### src/rtl/tetris_pkg.sv
// Shared tetromino colour definitions: nibble RGB triple, default palette,
// named block types and the nibble-to-channel-width scaling helper.
package tetris_pkg;

   typedef struct packed {
      logic [3:0] r;
      logic [3:0] g;
      logic [3:0] b;
   } rgb4_t;

   typedef enum logic [2:0] {
      NOBLOCK = 3'd0,
      CYAN    = 3'd1,
      YELLOW  = 3'd2,
      PURPLE  = 3'd3,
      GREEN   = 3'd4,
      RED     = 3'd5,
      BLUE    = 3'd6,
      ORANGE  = 3'd7
   } block_type_e;

   // Packed with index 7 first so DEFAULT_PALETTE[k] is block type k.
   localparam rgb4_t [7:0] DEFAULT_PALETTE = {
      12'hF70,   // ORANGE
      12'h00F,   // BLUE
      12'hF00,   // RED
      12'h0F0,   // GREEN
      12'hC0C,   // PURPLE
      12'hFF0,   // YELLOW
      12'h0FF,   // CYAN
      12'h666    // NOBLOCK
   };

   // Replicates the nibble MSB-first into ch_w bits (ch_w <= 32), so the
   // narrowest widths keep the nibble's top bits and wider ones repeat it.
   function automatic logic [31:0] scale_nibble(input logic [3:0] n, input int ch_w);
      logic [31:0] res;
      res = '0;
      for (int i = 0; i < 32; i++) begin
         if (i < ch_w) res[5'(ch_w - 1 - i)] = n[2'(3 - (i % 4))];
      end
      return res;
   endfunction

endpackage

### src/rtl/palette_lut_blink_timer.sv
// Frame-synchronised blink timer: counts frame ticks and flips the blink
// phase each time the count wraps after BLINK_FRAMES ticks.
module blink_timer #(
   parameter int BLINK_FRAMES = 16
) (
   input  logic clk,
   input  logic rst,
   input  logic frame_tick,
   output logic blink_phase
);

   localparam int CNT_W = (BLINK_FRAMES > 1) ? $clog2(BLINK_FRAMES) : 1;
   localparam logic [CNT_W-1:0] CNT_LAST = CNT_W'(BLINK_FRAMES - 1);

   logic [CNT_W-1:0] cnt_q, cnt_d;
   logic             phase_q, phase_d;

   // Advance the counter only on frame ticks; wrap toggles the phase.
   always_comb begin
      cnt_d   = cnt_q;
      phase_d = phase_q;
      if (frame_tick) begin
         if (cnt_q == CNT_LAST) begin
            cnt_d   = '0;
            phase_d = ~phase_q;
         end else begin
            cnt_d = cnt_q + 1'b1;
         end
      end
   end

   // Counter and phase registers with synchronous reset.
   always_ff @(posedge clk) begin
      if (rst) begin
         cnt_q   <= '0;
         phase_q <= 1'b0;
      end else begin
         cnt_q   <= cnt_d;
         phase_q <= phase_d;
      end
   end

   assign blink_phase = phase_q;

endmodule

### src/rtl/palette_lut.sv
// Programmable block-type to RGB palette with one-cycle registered lookup,
// write-through bypass, dim mode and blink/flash override.
module palette_lut
   import tetris_pkg::*;
#(
   parameter int TYPE_W       = 3,
   parameter int CH_W         = 4,
   parameter int BLINK_FRAMES = 16
) (
   input  logic                clk,
   input  logic                rst,
   input  logic                pix_valid,
   input  logic [TYPE_W-1:0]   pix_type,
   input  logic                pix_flash,
   input  logic                dim,
   input  logic                frame_tick,
   input  logic                wr_en,
   input  logic [TYPE_W-1:0]   wr_addr,
   input  logic [3*CH_W-1:0]   wr_data,
   output logic [3*CH_W-1:0]   color,
   output logic                color_valid,
   output logic                blink_phase
);

   localparam int DEPTH = 2**TYPE_W;
   localparam int PIX_W = 3*CH_W;

   // Reset value of entry idx, scaled from the nibble table to CH_W bits.
   function automatic logic [PIX_W-1:0] default_entry(input int idx);
      rgb4_t       n;
      logic [31:0] r, g, b;
      n = (idx < 8) ? DEFAULT_PALETTE[idx[2:0]] : DEFAULT_PALETTE[NOBLOCK];
      r = scale_nibble(n.r, CH_W);
      g = scale_nibble(n.g, CH_W);
      b = scale_nibble(n.b, CH_W);
      return {r[CH_W-1:0], g[CH_W-1:0], b[CH_W-1:0]};
   endfunction

   // Halve each channel independently; bits never cross channel boundaries.
   function automatic logic [PIX_W-1:0] dim_pix(input logic [PIX_W-1:0] p);
      logic [PIX_W-1:0] res;
      for (int c = 0; c < 3; c++) begin
         res[c*CH_W +: CH_W] = p[c*CH_W +: CH_W] >> 1;
      end
      return res;
   endfunction

   logic [PIX_W-1:0] pal_q [DEPTH];
   logic [PIX_W-1:0] pal_d [DEPTH];
   logic [PIX_W-1:0] color_q, color_d;
   logic             color_valid_q, color_valid_d;
   logic             phase;
   logic [PIX_W-1:0] base;

   blink_timer #(
      .BLINK_FRAMES (BLINK_FRAMES)
   ) u_blink_timer (
      .clk         (clk),
      .rst         (rst),
      .frame_tick  (frame_tick),
      .blink_phase (phase)
   );

   // Next palette contents: a single entry may be overwritten per cycle.
   always_comb begin
      for (int i = 0; i < DEPTH; i++) begin
         pal_d[i] = pal_q[i];
         if (wr_en && (wr_addr == TYPE_W'(i))) pal_d[i] = wr_data;
      end
   end

   // Lookup stage: bypassed read, then dim, then flash override on top.
   always_comb begin
      color_d       = color_q;
      color_valid_d = pix_valid;
      base          = (wr_en && (wr_addr == pix_type)) ? wr_data : pal_q[pix_type];
      if (pix_valid) begin
         color_d = dim ? dim_pix(base) : base;
         if (pix_flash && phase) color_d = '1;
      end
   end

   // Palette array and output registers; reset reloads the default palette.
   always_ff @(posedge clk) begin
      if (rst) begin
         for (int i = 0; i < DEPTH; i++) pal_q[i] <= default_entry(i);
         color_q       <= '0;
         color_valid_q <= 1'b0;
      end else begin
         for (int i = 0; i < DEPTH; i++) pal_q[i] <= pal_d[i];
         color_q       <= color_d;
         color_valid_q <= color_valid_d;
      end
   end

   assign color       = color_q;
   assign color_valid = color_valid_q;
   assign blink_phase = phase;

endmodule
### config.mk
export PLATFORM = sky130hd
export DESIGN_NAME = palette_lut
export DESIGN_NICKNAME = d
export VERILOG_FILES = /design/src/rtl/tetris_pkg.sv /design/src/rtl/palette_lut_blink_timer.sv /design/src/rtl/palette_lut.sv
export SDC_FILE = /design/constraint.sdc
export NUM_CORES = 1
export LEC_CHECK = 0
export CORE_ASPECT_RATIO = 0.8
export CORE_MARGIN = 4
export CORE_UTILIZATION = 40
export DETAILED_ROUTE_END_ITERATION = 10
export PLACE_DENSITY = 0.64
export SYNTH_ARGS = -nofsm -noshare
export SYNTH_HDL_FRONTEND = slang
export SYNTH_SLANG_ARGS = --single-unit
### constraint.sdc
create_clock -name clk -period 2 [get_ports clk]
set_input_delay 0.5 -clock clk [delete_from_list [all_inputs] [get_ports clk]]
set_output_delay 0.5 -clock clk [all_outputs]
set_load 0.01 [all_outputs]
==> results.toml <==
[status]
status = "complete, no violations"

[global_route]
grt_first_pass_wirelength_mm = 21.3
grt_max_degree = 20
grt_pass1_vias = 3710
antenna_found_initial = 0
overflow = 0
track_usage = 0.194

[logic_synthesis]
syn_area_sq_um = 5320
synth_largest_area_cell = "edfxtp_1"
ys_top_cells_by_count = "edfxtp_1, nor2_1, inv_1"
synth_top_area_share = 0.542
avgSynthCellArea_sq_um = 13.3
syn-num-nets = 427
ys_async_sr_fraction = 0
synth_seq_area_share = 0.609
synth_ff_type = "edfxtp_1"
ys_ff_latch = 114
synth_most_common_cell = "edfxtp_1"
synth.distinct_cells = 35
synth_area_leaders = "edfxtp_1, dfxtp_1, mux4_2, nor2_1, mux4_1"
yosys_warnings = 0
synth_edf_count = 96
syn-instance-count = 401

[placed_design]
io_buffer_count = 38
gp_congestion = 0.812
dp_slack_ps = -602
dp.final_hpwl_mm = 9.53

[drt]
wl_mm = 14.0
drcViolationCount = 0
vias = 3612
antenna_left = 0
wl_per_cell_um = 20.6
first_pass_iters = 5
viasPerCell = 5.31
drt_iter0_markers = 346

[run]
cap_violations = 0

[hold_path]
hold_depth = 2
hold_class = "flop to flop"

[pwr]
total_power_mw = 6.70
swShare = 0.221
combPwrFrac = 0.120
powerDensity_nw_per_um2 = 948
pwr-share-clk = 0.460
seq_power_share = 0.421
p_sw_mw = 1.48
p_leak_nw = 2.68
peakVddDrop_mv = 0.662
p_int_mw = 5.22

[timing]
post-route-period-util = 0.991
hold_slack_ps = 490
fin_crit_ps = 1980
rsz0062_at_grt = "yes"
max_freq_mhz = 504
worst_pin_slew_ps = 306
relSlewSlack = 0.791
setup-violations-final = 0
skew_ps = 5.55
finalMaxSlewViolations = 0
worst_slack_ps = 17.7
finalHoldViolCount = 0

[floorplanning]
die_area_sq_um = 15200
fp.dieW_um = 137
io_pins = 39
core_area_sq_um = 13000
row_count = 37
die-height_um = 111
initial_utilization = 0.411

[setup_path]
cp_num_cells = 7
crit_required_ps = 2330
cpLargestDelayFamily = "multiplexers"
ff2ff_path_depth = 5
cp_common_cell = "mux4_1"
path_cells = "clkdlybuf4s15_2 > bufbuf_16 > mux4_1 > nor2b_1 > nor2_1 > mux4_1 > a211oi_2"
start_kind = "input pin"
cp.arrival_ps = 2310
worst_setup_path_end_kind = "flop"
critPathKind = "input pin to flop"
cp_max_fo = 8
path_buf_inv = 2
crit_slowest_cell = "mux4_1"
slowest_delay_ps = 500

[clock_tree]
clk_pin_slew_ps = 50
cts_sinks = 114
cts_setup_buffers = 0
cts_tree = "yes"
worst_skew_pair.late_latency_ps = 410
cts_htree_levels = 4
cts_buffer_depth = 2
root_buffer = "clkbuf_16"
cts_made_buffers = 17

[finish]
syn_to_final_growth_pct = 32.8
diodes = 0
fillerInstances = 1102
final_net_count = 519
drive_gt1_frac = 0.259
-- kinds of logic (layout without fill, tap and decap cells) --
| group | after synthesis | count (layout) | share of synthesized area |
|---|---|---|---|
| simple gates | 153 | 153 | 0.135 |
| flops | 114 | 114 | 0.609 |
| buf+inv | 51 | 155 | 0.0458 |
| mux | 43 | 43 | 0.152 |
| compound gates | 34 | 34 | 0.0470 |
| xor+xnor | 5 | 5 | 0.00823 |
| fa+ha+maj | 1 | 1 | 0.00235 |
-- area by class of cell --
cell class	instances	area [sq um]	share of cell area
sequential	114	3240	0.459
multi-input combinational	236	1900	0.268
tap	175	219	0.0310
inverter	23	86.3	0.0122
timing repair buffer	101	1020	0.145
clock buffer	18	429	0.0607
clock inverter	13	168	0.0237
-- worst min-delay path: stages, from the launching register on --
cell	delay, ps
dfxtp_1	300
nor2_1	90
a211oi_1	50
-- cells in the final DEF, fill, tap and decap left out, types with 3 or more instances in the layout --
master	n
edfxtp_1	96
nor2_1	85
buf_4	50
clkdlybuf4s50_1	35
inv_1	23
nand2b_1	20
dfxtp_1	18
clkbuf_16	17
mux4_2	16
or2_2	11
mux2i_1	11
mux4_1	11
nand3_1	9
buf_12	9
nand4_1	8
nand2_1	7
a21oi_1	7
and2_1	5
clkinv_2	5
nor2b_1	4
mux2i_2	4
bufinv_16	4
a21boi_0	3
xnor2_1	3
a2111oi_2	3
o21bai_1	3
o21a_1	3
o31ai_1	3
-- power groups by stage --
stage,Sequential [mW],Combinational (mW),Clock (mW)
6_report,2.82,0.801,3.08
5_1_grt,2.83,0.856,3.24
2_1_floorplan,2.85,0.385,0
4_1_cts,2.82,0.785,3.11
3_5_place_dp,2.86,0.746,0
3_3_place_gp,2.86,0.735,0
-- registers in the layout, indices dropped and copies added, names as in the netlist --
| signal | count |
|---|---|
| u_blink_timer.cnt_q | 4 |
| color | 12 |
| pal_q | 96 |
| u_blink_timer.blink_phase | 1 |
| color_valid | 1 |
-- what timing repair did --
action | 4_1_cts | 5_1_grt
cloned | 2 | 0
hold buffers | 0 | 0
endpoints found under the hold margin | 0 | 0
pin swaps | 0 | 1
endpoints found under the setup margin | 12 | 10
resized for setup | 14 | 13
-- final timing paths --
path | startpoint | to | slack, ps
setup / recovery | pix_type[1] | color[8] | 20
hold reg to reg | color[0] | color[0] | 490
setup reg to reg | pal_q[5][1] | color[0] | 300
hold / removal | color[0] | color[0] | 490
-- through the flow --
stage                     std cells  area, sq um   util  TNS, ps
after global placement          647         6340  0.489   -25570
after detailed placement        647         6340  0.489   -26310
after floorplan                 401         5320      -        0
after CTS                       680         7030  0.542        0
after global routing            680         7070  0.545    -30.3
final                           680         7070  0.545        0
-- per-layer routing --
layer | vias to the layer above | part of all wire | GRT usage
met1 | 1815 | 0.45 | 0.268
met5 | - | 0 | 0
met3 | 14 | 0.073 | 0.0572
met4 | 0 | 0.013 | 0.0552
li1 | 1662 | - | -
met2 | 121 | 0.47 | 0.296
Note: power is estimated with default switching activity, not from simulation.
